### src/rtl/seq_frame_sync_pkg.sv
// Shared types for the serial frame-sync controller.
package seq_frame_sync_pkg;

   localparam int FS_STATE_W = 2;

   typedef enum logic [FS_STATE_W-1:0] {
      FS_HUNT    = 2'd0,
      FS_CONFIRM = 2'd1,
      FS_LOCKED  = 2'd2
   } fs_state_t;

endpackage

### src/rtl/seq_pattern_window.sv
// Sliding sync-word window: remembers the last PAT_W-1 valid bits and
// compares them, together with the incoming bit, against the sync word.
// The oldest bit of the full PAT_W window is only ever needed on the cycle
// it is compared, so it is taken from the history plus the live bit.
module seq_pattern_window
   import seq_frame_sync_pkg::*;
#(
   parameter int PAT_W = 4
) (
   input  logic             clk,
   input  logic             i_clr,
   input  logic             i_valid,
   input  logic             i_bit,
   input  logic [PAT_W-1:0] i_pat,
   output logic             o_match
);

   localparam int FILL_W = (PAT_W > 2) ? $clog2(PAT_W) : 1;
   localparam logic [FILL_W-1:0] FILL_LAST = FILL_W'(PAT_W - 1);
   localparam logic [FILL_W-1:0] FILL_ZERO = {FILL_W{1'b0}};
   localparam logic [FILL_W-1:0] FILL_ONE  = FILL_W'(1);

   logic [PAT_W-2:0] r_hist;
   logic [FILL_W-1:0] r_fill;
   logic [PAT_W-1:0] w_cand;
   logic             w_full;

   assign w_cand  = {r_hist, i_bit};
   assign w_full  = (r_fill == FILL_LAST);
   assign o_match = i_valid & w_full & (w_cand == i_pat);

   // Shift valid bits into the history and count fill up to PAT_W-1 stored bits.
   always_ff @(posedge clk) begin
      if (i_clr) begin
         r_hist <= {(PAT_W-1){1'b0}};
         r_fill <= FILL_ZERO;
      end else if (i_valid) begin
         r_hist <= w_cand[PAT_W-2:0];
         r_fill <= w_full ? r_fill : (r_fill + FILL_ONE);
      end else begin
         r_hist <= r_hist;
         r_fill <= r_fill;
      end
   end

endmodule

### src/rtl/seq_frame_sync_ctrl.sv
// Frame-sync controller: hunts for the sync word, confirms it at the frame
// period, holds lock while forwarding payload bits, and drops lock after
// MISS_CNT consecutive missed syncs.
module seq_frame_sync_ctrl
   import seq_frame_sync_pkg::*;
#(
   parameter int PAT_W     = 4,
   parameter int FRAME_LEN = 16,
   parameter int LOCK_CNT  = 2,
   parameter int MISS_CNT  = 3
) (
   input  logic                  clk,
   input  logic                  reset,
   input  logic                  enable,
   input  logic [PAT_W-1:0]      sync_pattern,
   input  logic                  din_valid,
   input  logic                  din,
   output logic                  locked,
   output logic                  frame_start,
   output logic                  sync_err,
   output logic                  payload_valid,
   output logic                  payload_bit,
   output logic [FS_STATE_W-1:0] fs_state
);

   localparam int CNT_W  = $clog2(FRAME_LEN);
   localparam int GOOD_W = (LOCK_CNT > 1) ? $clog2(LOCK_CNT + 1) : 1;
   localparam int MISS_W = (MISS_CNT > 1) ? $clog2(MISS_CNT + 1) : 1;

   localparam logic [CNT_W-1:0]  CNT_ZERO  = {CNT_W{1'b0}};
   localparam logic [CNT_W-1:0]  CNT_ONE   = CNT_W'(1);
   localparam logic [CNT_W-1:0]  CHK_POS   = CNT_W'(FRAME_LEN - 1);
   localparam logic [CNT_W-1:0]  PAY_LAST  = CNT_W'(FRAME_LEN - PAT_W - 1);
   localparam logic [GOOD_W-1:0] GOOD_ZERO = {GOOD_W{1'b0}};
   localparam logic [GOOD_W-1:0] GOOD_ONE  = GOOD_W'(1);
   localparam logic [GOOD_W-1:0] GOOD_LOCK = GOOD_W'(LOCK_CNT);
   localparam logic [MISS_W-1:0] MISS_ZERO = {MISS_W{1'b0}};
   localparam logic [MISS_W-1:0] MISS_ONE  = MISS_W'(1);
   localparam logic [MISS_W-1:0] MISS_DROP = MISS_W'(MISS_CNT);

   logic [PAT_W-1:0]  r_pat_q;
   fs_state_t         r_state;
   logic [CNT_W-1:0]  r_bit_cnt;
   logic [GOOD_W-1:0] r_good;
   logic [MISS_W-1:0] r_miss;
   logic              r_locked;
   logic              r_frame_start;
   logic              r_sync_err;
   logic              r_payload_valid;
   logic              r_payload_bit;

   logic              w_clr;
   logic              w_match;
   logic              w_at_chk;
   logic              w_is_payload;
   logic [CNT_W-1:0]  w_bit_cnt_adv;
   logic [GOOD_W-1:0] w_good_inc;
   logic [MISS_W-1:0] w_miss_inc;
   fs_state_t         w_state_nxt;
   logic [CNT_W-1:0]  w_bit_cnt_nxt;
   logic [GOOD_W-1:0] w_good_nxt;
   logic [MISS_W-1:0] w_miss_nxt;
   logic              w_frame_start_nxt;
   logic              w_sync_err_nxt;
   logic              w_payload_valid_nxt;
   logic              w_payload_bit_nxt;

   assign w_clr         = reset | ~enable;
   assign w_at_chk      = (r_bit_cnt == CHK_POS);
   assign w_is_payload  = (r_bit_cnt <= PAY_LAST);
   assign w_bit_cnt_adv = w_at_chk ? CNT_ZERO : (r_bit_cnt + CNT_ONE);
   assign w_good_inc    = r_good + GOOD_ONE;
   assign w_miss_inc    = r_miss + MISS_ONE;

   seq_pattern_window #(
      .PAT_W (PAT_W)
   ) u_window (
      .clk     (clk),
      .i_clr   (w_clr),
      .i_valid (din_valid),
      .i_bit   (din),
      .i_pat   (r_pat_q),
      .o_match (w_match)
   );

   // Capture the sync word whenever the block is held in reset or disabled.
   always_ff @(posedge clk) begin
      if (reset || !enable) begin
         r_pat_q <= sync_pattern;
      end else begin
         r_pat_q <= r_pat_q;
      end
   end

   // Next-state, counter and output-pulse decode; idle cycles hold everything.
   always_comb begin
      w_state_nxt         = r_state;
      w_bit_cnt_nxt       = r_bit_cnt;
      w_good_nxt          = r_good;
      w_miss_nxt          = r_miss;
      w_frame_start_nxt   = 1'b0;
      w_sync_err_nxt      = 1'b0;
      w_payload_valid_nxt = 1'b0;
      w_payload_bit_nxt   = 1'b0;
      if (din_valid) begin
         w_bit_cnt_nxt = w_bit_cnt_adv;
         case (r_state)
            FS_HUNT: begin
               if (w_match) begin
                  w_bit_cnt_nxt = CNT_ZERO;
                  w_good_nxt    = GOOD_ONE;
                  if (LOCK_CNT == 1) begin
                     w_state_nxt       = FS_LOCKED;
                     w_frame_start_nxt = 1'b1;
                     w_miss_nxt        = MISS_ZERO;
                  end else begin
                     w_state_nxt = FS_CONFIRM;
                  end
               end else begin
                  w_state_nxt = FS_HUNT;
               end
            end
            FS_CONFIRM: begin
               if (!w_at_chk) begin
                  w_state_nxt = FS_CONFIRM;
               end else if (w_match) begin
                  w_good_nxt = w_good_inc;
                  if (w_good_inc == GOOD_LOCK) begin
                     w_state_nxt       = FS_LOCKED;
                     w_frame_start_nxt = 1'b1;
                     w_miss_nxt        = MISS_ZERO;
                  end else begin
                     w_state_nxt = FS_CONFIRM;
                  end
               end else begin
                  // Window is kept; the current bit is not re-hunted.
                  w_state_nxt = FS_HUNT;
               end
            end
            FS_LOCKED: begin
               if (w_is_payload) begin
                  w_payload_valid_nxt = 1'b1;
                  w_payload_bit_nxt   = din;
               end else begin
                  w_payload_valid_nxt = 1'b0;
               end
               if (!w_at_chk) begin
                  w_state_nxt = FS_LOCKED;
               end else if (w_match) begin
                  w_miss_nxt        = MISS_ZERO;
                  w_frame_start_nxt = 1'b1;
               end else begin
                  w_miss_nxt     = w_miss_inc;
                  w_sync_err_nxt = 1'b1;
                  if (w_miss_inc == MISS_DROP) begin
                     w_state_nxt = FS_HUNT;
                  end else begin
                     w_state_nxt = FS_LOCKED;
                  end
               end
            end
            default: begin
               w_state_nxt = FS_HUNT;
            end
         endcase
      end else begin
         w_state_nxt = r_state;
      end
   end

   // State, counters and registered outputs; reset beats enable, enable beats data.
   always_ff @(posedge clk) begin
      if (reset || !enable) begin
         r_state         <= FS_HUNT;
         r_bit_cnt       <= CNT_ZERO;
         r_good          <= GOOD_ZERO;
         r_miss          <= MISS_ZERO;
         r_locked        <= 1'b0;
         r_frame_start   <= 1'b0;
         r_sync_err      <= 1'b0;
         r_payload_valid <= 1'b0;
         r_payload_bit   <= 1'b0;
      end else begin
         r_state         <= w_state_nxt;
         r_bit_cnt       <= w_bit_cnt_nxt;
         r_good          <= w_good_nxt;
         r_miss          <= w_miss_nxt;
         r_locked        <= (w_state_nxt == FS_LOCKED);
         r_frame_start   <= w_frame_start_nxt;
         r_sync_err      <= w_sync_err_nxt;
         r_payload_valid <= w_payload_valid_nxt;
         r_payload_bit   <= w_payload_bit_nxt;
      end
   end

   assign locked        = r_locked;
   assign frame_start   = r_frame_start;
   assign sync_err      = r_sync_err;
   assign payload_valid = r_payload_valid;
   assign payload_bit   = r_payload_bit;
   assign fs_state      = r_state;

endmodule

### config.mk
export PLATFORM = sky130hd
export DESIGN_NAME = seq_frame_sync_ctrl
export DESIGN_NICKNAME = d
export VERILOG_FILES = /design/src/rtl/seq_frame_sync_pkg.sv /design/src/rtl/seq_pattern_window.sv /design/src/rtl/seq_frame_sync_ctrl.sv
export SDC_FILE = /design/constraint.sdc
export NUM_CORES = 1
export LEC_CHECK = 0
export CAP_MARGIN = 15
export CORE_MARGIN = 2
export CORE_UTILIZATION = 60
export DETAILED_ROUTE_END_ITERATION = 7
export DONT_BUFFER_PORTS = 1
export PLACE_DENSITY = 0.81
export SYNTH_ARGS = -nofsm -noshare
export SYNTH_HDL_FRONTEND = slang
export SYNTH_HIERARCHICAL = 1
export SYNTH_SLANG_ARGS = --single-unit
### constraint.sdc
create_clock -name clk -period 4.4 [get_ports clk]
set_input_delay 0.88 -clock clk [delete_from_list [all_inputs] [get_ports clk]]
set_output_delay 0.88 -clock clk [all_outputs]
set_load 0.01 [all_outputs]
== Yosys cells after proc, flatten, opt, wreduce, memory -nomap -nowiden ==
Index checks and enable logic that the tools add are counted.
Storage, ports and cells
  word-level logic and storage cells: 81
  register bits: 24
  output and inout port bits: 7
  bits of input ports: 9
Operators by class
  muxes and demuxes: 30
  add/subtract/negate cells: 4
  equal/unequal tests: 13
  bitwise logic cells: 9
  magnitude comparators: 1
  reductions and logical operators: 12
Operators by type and width (number)
  $mux 2: 15
  $mux 4: 3
  $eq 2x2->1 const B: 5
  $mux 1: 8
  $pmux 2 s2: 2
  $reduce_or 4->1: 2
  $add 2x1->2 const B: 3
  $ne 2x2->1 const B: 3
  $not 1->1: 6
  $pmux 2 s3: 1
  $reduce_and 6->1: 1
  $reduce_and 5->1: 1
  $add 4x1->4 const B: 1
  $eq 4x4->1: 1
  $eq 4x4->1 const B: 1
  $le 4x4->1 const B: 1
  $ne 2x1->1 const B: 2
  $reduce_bool 2->1: 2
  $reduce_or 3->1: 1
  $and 1x1->1: 2
  $eq 2x1->1 const B: 1
  $logic_not 2->1: 1
  $pmux 1 s2: 1
  $reduce_and 2->1: 1
  4 further kinds: 4

== Depth between registers and ports, before layout ==
Gate-level depths: netlist of run 1.
  depth after elaboration: 8
  depth in mapped cells: 8
  mapped depth without buffers: 7

== Cells and area by module ==
Netlist of run 1, hierarchy kept.
By module, submodules not included
  seq_frame_sync_ctrl: cells an instance 93, area each 942.2 µm², instances 1, sequential area each 420.4 µm²
  seq_pattern_window: cells an instance 26, area each 251.5 µm², instances 1, sequential area each 100.1 µm²

== Worst setup path after synthesis of run 1 ==
OpenSTA, ideal clock, no wires.
  kind: input -> register
  start point: input port din_valid
  end point: register r_miss[0]
  arrival time: 2.062 ns
  path buffers: 2
  setup slack: 2.214 ns
  data required time: 4.276 ns
  library setup time: 0.124 ns
  cell stages on the path: 8
  path through: clkbuf_2 o211ai_1 nor4b_2 buf_4 nand3_1 a21oi_2 mux2i_1 nor2_1
On the way
  longest elaborated chain between the ends: 5
  elaborated cells between the ends (all ways): 7
  those cells by class: eq/ne (1); mux (3); bitwise (2); reduce/logical (1)
Ends and longest elaborated chain
  from (decl): RTL line seq_frame_sync_ctrl.sv:16  | input logic din_valid,
  $and 1x1->1 (*) (2 in series): RTL line seq_pattern_window.sv:30  | assign o_match = i_valid & w_full & (w_cand == i_pat);
  named net w_match: RTL line seq_frame_sync_ctrl.sv:53  | logic w_match;
  $mux 2: RTL line seq_frame_sync_ctrl.sv:149  | end else if (w_match) begin
  $mux 2: RTL line seq_frame_sync_ctrl.sv:147  | if (!w_at_chk) begin
  $pmux 2 s2: RTL line seq_frame_sync_ctrl.sv:107  | case (r_state)
  to (signal assigned): RTL line seq_frame_sync_ctrl.sv:187  | r_miss <= w_miss_nxt;
  to (decl): RTL line seq_frame_sync_ctrl.sv:45  | logic [MISS_W-1:0] r_miss;
Mark *: on every way through the listed nets, which the timed path passes. The rest lies on a longest branch. The select of a mux whose other input is x is not followed.
A chain may end at the register's enable or synchronous reset.

== Final worst setup path of run 1 ==
  start point: input port din
  end point: register r_miss[1]
On the way
  longest elaborated chain between the ends: 5
  elaborated cells between the ends (all ways): 7
  those cells by class: eq/ne (2); mux (3); bitwise (1); reduce/logical (1)
Ends and longest elaborated chain
  from (decl): RTL line seq_frame_sync_ctrl.sv:17  | input logic din,
  $eq 4x4->1 (*): RTL line seq_pattern_window.sv:30
  $and 1x1->1 (*): RTL line seq_pattern_window.sv:30
  named net w_match: RTL line seq_frame_sync_ctrl.sv:53
  $mux 2: RTL line seq_frame_sync_ctrl.sv:149
  $mux 2: RTL line seq_frame_sync_ctrl.sv:147
  $pmux 2 s2: RTL line seq_frame_sync_ctrl.sv:107
Marked as above.

==> results.txt, run 1 <==
----------------------------------------------------
[Outcome]
  Run status ... finished, final reports clean

[Floorplan]
  Initial Util ... 62.1%
  Overall die area ... 0.00236 mm²
  Ports placed on the boundary ... 16
  Number of placement rows ... 16
  Vert. Die Dim ... 48.6 µm
  Core region area ... 0.00192 mm²
  Die span in x ... 48.6 µm

[Worst setup path]
  Critical path buffers and inverters ... 0
  Cells on worst reg2reg path ... 6
  Required @ worst endpoint ... 4590 ps
  Slowest library cell on the worst path ... nor4b_2
  Worst reg2reg path startpoint ... r_pat_q[3]
  Arrival time reported for the critical path endpoint ... 2480 ps
  Critical path peak fanout ... 9
  Delay-heaviest family, CP ... simple AND/OR/NAND/NOR gates
  Delay of the slowest critical-path stage ... 630 ps
  Register-to-register path setup slack ... 2150 ps
  Setup crit end kind ... register
  Cells along the critical path ... a222oi_1, nor4b_2, nand3_1, a21oi_2, mux2i_1, nor2_1
  Classification of the worst setup path ... input pin to register
  Crit Reg-Reg Endpoint ... r_miss[1]
  Type of element launching the critical path ... input pin

[Worst hold path]
  End point of the worst hold path ... u_window/r_hist[2]
  Depth of the worst hold-timing path ... 2
  Class of the most critical hold timing path ... register to register
  Hold Startpoint ... u_window/r_hist[2]

[Layout]
  Count of antenna diodes in the layout ... 0
  Post-route non-filler standard cell count ... 146
  Fraction of the core area covered by cells at the end of the flow ... 63.7%
  Register area ... 520 µm²
  Fraction of layout instances using a drive strength above 1 ... 10.9%
  Fill cell total of the finished layout ... 164
  Area of all placed cells without fillers ... 0.00122 mm²
  Total Nets Final ... 137
  Multi-input gate area in the final layout ... 614 µm²
  Area growth from synthesis to layout ... 2.62%

[Routing]
  DRC marker count from the first detailed-route iteration ... 12
  Number of detailed-route iterations in the first pass ... 4
  Total Routed Length ... 1990 µm
  Mean routed wirelength per cell ... 13.6 µm
  Via-per-instance ratio ... 5.67
  DRC violation count after routing ... 0
  Total number of vias ... 828
  Antenna viol nets, final ... 0

[Clock network]
  CTS sink cnt ... 24
  Post-cts repair resize count ... 0
  Root cell of the clock tree ... clkbuf_4
  TritonCTS clock tree ... done
  Clock latency reported for the late side of the worst-skew pair ... 310 ps
  H-Tree Level Count ... 1
  Hold-fix buffer count after cts ... 0
  Clock transition at the registers of the reported paths ... 120 ps
  Maximum number of buffers from clock root to sink ... 2
  CTS buffer count ... 3
  Setup Buffers After CTS ... 0

[Placement]
  Count of input and output buffers ... 0
  Placed standard-cell area ... 0.00120 mm²
  Estimated wirelength of the detail-placed design ... 1470 µm
  DP Cell Count ... 142
  Final weighted congestion in routability-driven placement ... 0.758
  DP Worst Slack ... 1810 ps

[Synth]
  Yosys warning total ... 6
  Post-synth net total ... 136
  Share of async-settable or async-resettable flops after synthesis ... 0%
  Cell with the most instances after synthesis ... dfxtp_1
  Library cell with the largest summed area after synthesis ... dfxtp_1
  Top-area cell type share of the netlist area ... 33.5%
  Post-synthesis sequential area ratio ... 43.6%
  Unique cell type count in the Yosys netlist ... 37
  Syn Inst Count ... 119
  Leading post-synthesis cells by instance count ... dfxtp_1, nor2_1, mux2i_1
  Average footprint of a synthesized cell ... 10.0 µm²
  Synthesis-stage register bit count ... 24
  Main synth FF type ... dfxtp_1
  Synthesized cell area ... 0.00119 mm²
  Top cells by area, synth ... dfxtp_1, edfxtp_1, ha_1
  Number of synthesized flops with an enable pin ... 4

[Timing]
  Max-Slew Margin vs Limit ... 50.9%
  Worst Clk Skew ... 0.757 ps
  Actual transition at the worst max-transition pin ... 737 ps
  Final setup viols ... 0
  Final hold slack ... 517 ps
  Final period util ... 52.1%
  Worst setup slack after layout ... 2110 ps
  Final hold viol count ... 0
  Number of max-slew violations in the final report ... 0
  Final critical path time including I/O delays and setup ... 2290 ps
  Fmax ... 436 MHz
  Setup Total Neg Slack ... 0 ps
  RSZ-0062 raised after global routing ... no

[Global route]
  Number of antenna violations at the first check in global routing ... 0
  Via count of the first global-routing pass ... 819
  Global-route wire length before repair ... 3350 µm
  Overall fraction of global-route tracks in use ... 17.9%
  Largest net degree at the start of global routing ... 20
  Global route total overflow ... 0

[Power]
  Total power density per cell area ... 280 mW/mm²
  Worst-case vdd ir drop ... 189 µV
  Static Leak ... 0.493 nW
  Post-layout power ... 0.343 mW

[Flow run]
  MaxCap Viol Count ... 0

----------------------------------------------------
-- how the worst max path moves through the flow --
stage / startpoint / cells after the start / slack, ps / to
floorplan: din_valid / 8 / 2210 / r_miss[0]
global placement: din / 6 / 1950 / r_miss[0]
detailed placement: din / 6 / 1810 / r_miss[1]
CTS: din / 6 / 2130 / r_miss[1]
global route: u_window/r_fill[0] / 7 / 1990 / r_miss[1]
finish: din / 6 / 2110 / r_miss[1]
-- metal layers --
metal	up-vias	track usage (%)	share of wire, %
met2	10	33.3	51
met1	404	19.5	44
met3	4	3.70	2.7
li1	410	-	-
met4	0	7.14	1.7
met5	-	0	0
-- sequential cells by signal (all words and copies together), names as in the netlist, 2 cells and up --
register         count
u_window/r_fill      2
r_miss               2
r_bit_cnt            4
fs_state             2
r_pat_q              4
r_good               2
u_window/r_hist      3
-- cells in the final DEF (no fill, tap or decap) --
cell type,instances
dfxtp_1,20
nor2_1,16
mux2i_1,9
inv_1,8
nand2_1,8
ha_1,8
nand2b_1,5
edfxtp_1,4
a21oi_2,3
a21oi_1,3
o211ai_1,3
nor3_1,3
clkbuf_4,3
a211o_1,2
o21ai_0,2
and2b_1,2
xor2_1,2
nand3_2,1
a21o_1,1
nand3_1,1
o22ai_2,1
or3_1,1
a31o_2,1
nor2b_1,1
nand4_2,1
o21ai_1,1
nor4bb_4,1
a211oi_1,1
and2_1,1
mux2_2,1
clkinv_1,1
o22ai_1,1
a222oi_1,1
nor4b_2,1
xnor2_1,1
-- power breakdown --
part | total, mW | switching [mW] | internal (mW)
clock network | 0.0961 | 0.0629 | 0.0332
logic | 0.0150 | 0.00813 | 0.00687
registers | 0.231 | 0.00295 | 0.228
-- layout make-up --
cell class / instances / area share (%)
well taps: 27 / 2.76
multi-input cells: 83 / 50.2
clock inverters: 1 / 0.306
flip-flops and latches: 24 / 42.5
clock buffers: 3 / 1.84
inverters: 8 / 2.45
-- logic make-up (layout without fill, tap and decap cells) --
kind of cell | after synthesis | after routing | synth area share (%)
compound gates | 20 | 20 | 12.5
xor+xnor | 3 | 3 | 2.20
fa+ha+maj | 8 | 8 | 8.39
buf+inv | 12 | 12 | 4.93
flops | 24 | 24 | 43.6
mux | 10 | 10 | 8.49
simple gates | 42 | 42 | 19.9
-- worst min-delay path, cell delays in order, from the launching register on --
cell     delay [ps]
dfxtp_1         350
mux2i_1          60
nor2_1           80
(Power assumes the default switching activity.)
==> run 2: changes to the inputs <==
clock period = 2.2 ns   (was 4.4 ns; I/O delays follow)
==> run 2 against run 1 <==
Against the previous run: total power grew 100%; count of clock-buffer cells in the layout unchanged; sequential power is 100% higher; global-route usage rose by 0.69 points; sequential share of layout area decreased by 0.51 points; final cell count is 1.4% higher; combinational power up 110%; clock power increased by 100%; first-iteration DRC count rose to 3.2 times the previous value; highest routed layer unchanged.
==> results.txt, run 2 (same netlist as run 1, synthesis figures left out) <==
----------------------------------------------------
[Outcome]
  Run status ... finished, final reports clean

[Layout]
  Total Nets Final ... 139 (+1.5%)
  Multi-input gate area in the final layout ... 614 µm² (unchanged)
  Post-route non-filler standard cell count ... 148 (+1.4%)
  Fraction of layout instances using a drive strength above 1 ... 12.4% (+1.5 points)
  Most frequent cells in the layout ... dfxtp_1, nor2_1, mux2i_1
  Count of antenna diodes in the layout ... 0 (unchanged)
  Area growth from synthesis to layout ... 3.88%
  Most common library cell in the layout ignoring fill and taps ... dfxtp_1
  Area of all placed cells without fillers ... 0.00124 mm² (+1.2%)
  Register area ... 520 µm² (unchanged)
  Regs by FF count ... r_bit_cnt (4), r_pat_q (4), u_window/r_hist (3)
  Fill cell total of the finished layout ... 156 (-4.9%)
  Fraction of the core area covered by cells at the end of the flow ... 64.5% (+0.78 points)

[Clock network]
  TritonCTS clock tree ... done
  Hold-fix buffer count after cts ... 0 (unchanged)
  Root cell of the clock tree ... clkbuf_4
  Maximum number of buffers from clock root to sink ... 2 (unchanged)
  Clock latency reported for the late side of the worst-skew pair ... 320 ps (about the same)
  Clock transition at the registers of the reported paths ... 120 ps (about the same)
  CTS sink cnt ... 24 (unchanged)
  Post-cts repair resize count ... 0 (unchanged)
  CTS buffer count ... 3 (unchanged)
  Setup Buffers After CTS ... 0 (unchanged)
  H-Tree Level Count ... 1 (unchanged)

[Floorplan]
  Ports placed on the boundary ... 16 (unchanged)
  Number of placement rows ... 16 (unchanged)
  Initial Util ... 62.1% (unchanged)
  Core region area ... 0.00192 mm² (unchanged)
  Vert. Die Dim ... 48.6 µm (unchanged)
  Overall die area ... 0.00236 mm² (unchanged)
  Die span in x ... 48.6 µm (unchanged)

[Routing]
  Via-per-instance ratio ... 5.68 (about the same)
  Total Routed Length ... 2070 µm (+3.9%)
  Total number of vias ... 840 (+1.4%)
  Number of detailed-route iterations in the first pass ... 4 (unchanged)
  DRC violation count after routing ... 0 (unchanged)
  DRC marker count from the first detailed-route iteration ... 38 (+26)
  Antenna viol nets, final ... 0 (unchanged)
  Mean routed wirelength per cell ... 14.0 µm (+2.5%)

[Global route]
  Global-route met3 utilization ... 4.01% (+0.31 points)
  Grt peak-use layer ... met2
  Global-route track usage on met2 ... 34.5% (+1.1 points)
  Via count of the first global-routing pass ... 822 (+0.37%)
  Number of antenna violations at the first check in global routing ... 0 (unchanged)
  Met1 Resource Use GR ... 19.0% (-0.48 points)
  Global-route wire length before repair ... 3370 µm (+0.63%)
  Global route total overflow ... 0 (unchanged)
  Largest net degree at the start of global routing ... 19 (-5.0%)
  Overall fraction of global-route tracks in use ... 18.6% (+0.69 points)

[Timing]
  Number of max-slew violations in the final report ... 0 (unchanged)
  Final hold viol count ... 0 (unchanged)
  Setup Total Neg Slack ... 0 ps (unchanged)
  Fmax ... 525 MHz
  Final period util ... 86.6%
  Actual transition at the worst max-transition pin ... 426 ps (-311 ps)
  RSZ-0062 raised after global routing ... no
  Max-Slew Margin vs Limit ... 71.6% (+21 points)
  Final critical path time including I/O delays and setup ... 1900 ps
  Worst setup slack after layout ... 295 ps (-1810 ps)
  Final setup viols ... 0 (unchanged)
  Worst Clk Skew ... 5.31 ps (+4.56 ps)

[Worst hold path]
  Class of the most critical hold timing path ... input pin to register

[Worst setup path]
  Crit path capture ... r_miss[0]
  Classification of the worst setup path ... register to register
  Setup crit end kind ... register
  Worst reg2reg path startpoint ... u_window/r_hist[2]
  Register-to-register path setup slack ... 300 ps (-1850 ps)
  Type of element launching the critical path ... register
  Launching element of the worst setup path ... u_window/r_hist[2]
  Required @ worst endpoint ... 2430 ps (-2160 ps)
  Crit Reg-Reg Endpoint ... r_miss[0]
  Critical path peak fanout ... 9 (unchanged)
  Arrival time reported for the critical path endpoint ... 2130 ps (-350 ps)
  Cells on worst reg2reg path ... 8 (+2)

[Power]
  Worst-case vdd ir drop ... 453 µV (+140%)
  Total power density per cell area ... 557 mW/mm² (+99%)
  Static Leak ... 0.503 nW (+2.0%)

[Placement]
  DP Worst Slack ... 312 ps (-1500 ps)
  Estimated wirelength of the detail-placed design ... 1550 µm (+5.2%)
  Count of input and output buffers ... 0 (unchanged)
  Placed standard-cell area ... 0.00121 mm² (+1.3%)
  Final weighted congestion in routability-driven placement ... 0.769 (+1.4%)
  DP Cell Count ... 144 (+1.4%)

[Flow run]
  MaxCap Viol Count ... 0 (unchanged)

----------------------------------------------------
==> run 2: per-layer routing <==
metal | share of wire [%] | vias to the layer above | wire (µm)
li1 | - | 415 | -
met3 | 3.0 | 7 | 63
met5 | 0 | - | 0
met4 | 2.6 | 0 | 53
met2 | 53 | 13 | 1100
met1 | 41 | 405 | 849
==> run 2: worst min path at each step <==
| stage | start | endpoint | slack, ps | cells after the start |
|---|---|---|---|---|
| 6_report | sync_pattern[2] | r_pat_q[2] | 210 | 0 |
| 5_1_grt | sync_pattern[2] | r_pat_q[2] | 190 | 0 |
| 4_1_cts | sync_pattern[2] | r_pat_q[2] | 200 | 0 |
| 3_5_place_dp | r_good[1] | r_good[1] | 490 | 2 |
| 3_3_place_gp | r_good[1] | r_good[1] | 470 | 2 |
| 2_1_floorplan | r_good[1] | r_good[1] | 460 | 2 |
==> run 2: layout make-up <==
class | instances | area share (%)
well taps | 27 | 2.72
multi-input cells | 83 | 49.5
clock buffers | 3 | 1.82
flip-flops and latches | 24 | 42.0
clock inverters | 1 | 0.303
inverters | 8 | 2.42
repair buffers | 2 | 1.21
==> run 2: power by group <==
part	total [mW]	switching, mW	internal, mW
Sequential	0.462	0.00530	0.457
Combinational	0.0314	0.0166	0.0149
Clock	0.197	0.131	0.0666
Total	0.691	0.152	0.538
==> run 2: worst max-delay path, stage by stage (launching register included) <==
cell and delay (ps):
dfxtp_1 360, inv_1 60, a222oi_1 290, nor4b_2 270
buf_4 200, nand3_1 130, a21oi_2 230, mux2i_1 210
nor2_1 50
==> run 2: through the flow <==
stage          hold slack, ps  total power [mW]
5_1_grt                   193             0.716
4_1_cts                   201             0.699
6_report                  209             0.691
2_1_floorplan             460             0.502
3_3_place_gp              475             0.502
3_5_place_dp              490             0.504
==> run 3: changes to the inputs <==
PLACE_DENSITY = 0.76   (was 0.81)
REMOVE_ABC_BUFFERS = 1   (was not set)
==> run 3 against run 2 <==
Against the previous run: maximum frequency increased by 3.4%; highest routed layer unchanged; final cell count increased by 0.68%; flip-flop and latch count unchanged; via count unchanged; critical path depth unchanged; largest cell class unchanged; sequential share of layout area decreased by 1.1 points; count of clock-buffer cells in the layout unchanged; utilization increased by 1.8 points; die area unchanged; critical path type unchanged; combinational power increased by 7.0%; clock skew about the same; wire length decreased by 4.3%.
==> results.txt, run 3 (same netlist as run 1, synthesis figures left out) <==
----------------------------------------------------
[Clock network]
  Post-cts repair resize count ... 0 (unchanged)
  Maximum number of buffers from clock root to sink ... 2 (unchanged)
  Hold-fix buffer count after cts ... 0 (unchanged)
  Root cell of the clock tree ... clkbuf_4
  Setup Buffers After CTS ... 0 (unchanged)
  CTS sink cnt ... 24 (unchanged)
  Clock latency reported for the late side of the worst-skew pair ... 310 ps (about the same)
  TritonCTS clock tree ... done
  H-Tree Level Count ... 1 (unchanged)
  CTS buffer count ... 3 (unchanged)
  Clock transition at the registers of the reported paths ... 130 ps (about the same)

[Timing]
  Final setup viols ... 0 (unchanged)
  Max-Slew Margin vs Limit ... 81.7% (+10 points)
  Actual transition at the worst max-transition pin ... 274 ps (-152 ps)
  Final hold viol count ... 0 (unchanged)
  Number of max-slew violations in the final report ... 0 (unchanged)
  Setup Total Neg Slack ... 0 ps (unchanged)
  Final critical path time including I/O delays and setup ... 1840 ps (-62.2 ps)
  Worst Clk Skew ... 5.72 ps (+0.409 ps)
  Final period util ... 83.7% (-2.8 points)
  Final hold slack ... 219 ps (+10.4 ps)
  RSZ-0062 raised after global routing ... no
  Fmax ... 543 MHz (+3.4%)

[Floorplan]
  Overall die area ... 0.00236 mm² (unchanged)
  Ports placed on the boundary ... 16 (unchanged)
  Die span in x ... 48.6 µm (unchanged)
  Initial Util ... 62.1% (unchanged)
  Number of placement rows ... 16 (unchanged)
  Core region area ... 0.00192 mm² (unchanged)
  Vert. Die Dim ... 48.6 µm (unchanged)

[Worst setup path]
  Critical path peak fanout ... 9 (unchanged)
  Slowest library cell on the worst path ... dfxtp_1
  Type of element launching the critical path ... register
  Required @ worst endpoint ... 2440 ps (about the same)
  Cells along the critical path ... inv_1, a222oi_1, nor4b_2, buf_4, nand3_1, o22ai_2, a21oi_2, nor4bb_4
  Delay of the slowest critical-path stage ... 360 ps (about the same)
  Arrival time reported for the critical path endpoint ... 2080 ps (-50 ps)
  Setup crit end kind ... register
  Classification of the worst setup path ... register to register
  Register-to-register path setup slack ... 360 ps (+60 ps)

[Global route]
  Number of antenna violations at the first check in global routing ... 0 (unchanged)
  Via count of the first global-routing pass ... 830 (+0.97%)
  Global route total overflow ... 0 (unchanged)
  Overall fraction of global-route tracks in use ... 18.8% (+0.23 points)
  Largest net degree at the start of global routing ... 19 (unchanged)
  Global-route wire length before repair ... 3460 µm (+2.6%)

[Placement]
  Count of input and output buffers ... 0 (unchanged)
  Estimated wirelength of the detail-placed design ... 1480 µm (-4.6%)
  Final weighted congestion in routability-driven placement ... 0.717 (-6.8%)

[Layout]
  Fill cell total of the finished layout ... 170 (+9.0%)
  Regs by FF count ... r_bit_cnt (4), r_pat_q (4), u_window/r_hist (3)
  Area growth from synthesis to layout ... 6.71%
  Total Nets Final ... 140 (+0.72%)
  Fraction of layout instances using a drive strength above 1 ... 13.9% (+1.5 points)
  Count of antenna diodes in the layout ... 0 (unchanged)
  Most common library cell in the layout ignoring fill and taps ... dfxtp_1
  Most frequent cells in the layout ... dfxtp_1, nor2_1, mux2i_1

[Routing]
  DRC violation count after routing ... 0 (unchanged)
  Total Routed Length ... 1980 µm (-4.3%)
  Mean routed wirelength per cell ... 13.3 µm (-4.9%)
  DRC marker count from the first detailed-route iteration ... 17 (-55%)
  Antenna viol nets, final ... 0 (unchanged)
  Total number of vias ... 840 (unchanged)
  Via-per-instance ratio ... 5.64 (-0.67%)
  Number of detailed-route iterations in the first pass ... 4 (unchanged)

[Flow run]
  MaxCap Viol Count ... 0 (unchanged)

[Power]
  Worst-case vdd ir drop ... 365 µV (-19%)
  Internal Dissipation ... 0.657 mW (+22%)
  Sw Share ... 18.8% (-3.3 points)
  Proportion of power drawn by the clock network ... 38.7% (+10 points)
  Static Leak ... 0.520 nW (+3.4%)
  Combinational share of power ... 4.2% (-0.4 points)
  Net switching power ... 0.152 mW (-0.44%)
  Total power density per cell area ... 635 mW/mm² (+14%)
  Flop pwr share ... 57.2% (-9.7 points)
  Post-layout power ... 0.809 mW (+17%)

[Worst hold path]
  Class of the most critical hold timing path ... input pin to register

[Outcome]
  Run status ... finished, final reports clean

----------------------------------------------------
-- run 3: changes by cell type in the layout (fill, tap and decap cells not counted) --
cell and change:
buf_4 +1, bufinv_16 +1, clkinv_1 -1
-- run 3: layout make-up --
type | instances | area (µm²) | area share [%]
inverter | 8 | 30.0 | 2.36
clock buffer | 3 | 22.5 | 1.77
clock inverter | 1 | 30.0 | 2.36
multi-input combinational | 83 | 614 | 48.2
timing repair buffer | 3 | 22.5 | 1.77
tap | 27 | 33.8 | 2.65
sequential | 24 | 520 | 40.9
-- run 3: per-stage QoR --
stage / cells / setup WS [ps] / instance area, µm² / utilization [%]
6_report: 149 / 358 / 1270 / 66.3
5_1_grt: 149 / 107 / 1270 / 66.3
4_1_cts: 149 / 362 / 1270 / 66.3
3_5_place_dp: 145 / 385 / 1220 / 63.5
3_3_place_gp: 145 / 452 / 1220 / 63.5
2_1_floorplan: 115 / 299 / 1160 / -
-- run 3: final timing paths --
check                          start         end  depth (start not counted)
hold reg to reg            r_good[1]   r_good[1]                          2
setup reg to reg  u_window/r_hist[2]      locked                          8
setup / recovery  u_window/r_hist[2]      locked                          8
hold / removal       sync_pattern[0]  r_pat_q[0]                          0
-- run 3: per-layer routing --
layer	share of wire [%]	vias to the layer above	wire length, µm	GRT usage (%)
li1	-	416	-	-
met1	43	397	859	22.6
met2	49	21	961	31.1
met3	6.2	6	123	5.56
met4	1.7	0	34	8.57
met5	0	-	0	0
-- run 3: worst max-delay path: cells and delay by family (launching register included) --
kind | cells | cell delay (ps)
DFF | 1 | 360
buffers and inverters | 2 | 250
and+or+nand+nor | 3 | 650
AOI/OAI and AO/OA | 3 | 520
-- run 3: power by group through the flow --
stage	Combinational, mW	Clock (mW)	Sequential (mW)
after floorplan	0.0250	0	0.471
after global placement	0.0313	0	0.471
after detailed placement	0.0332	0	0.472
after CTS	0.0334	0.322	0.462
after global routing	0.0372	0.333	0.464
final	0.0336	0.313	0.462
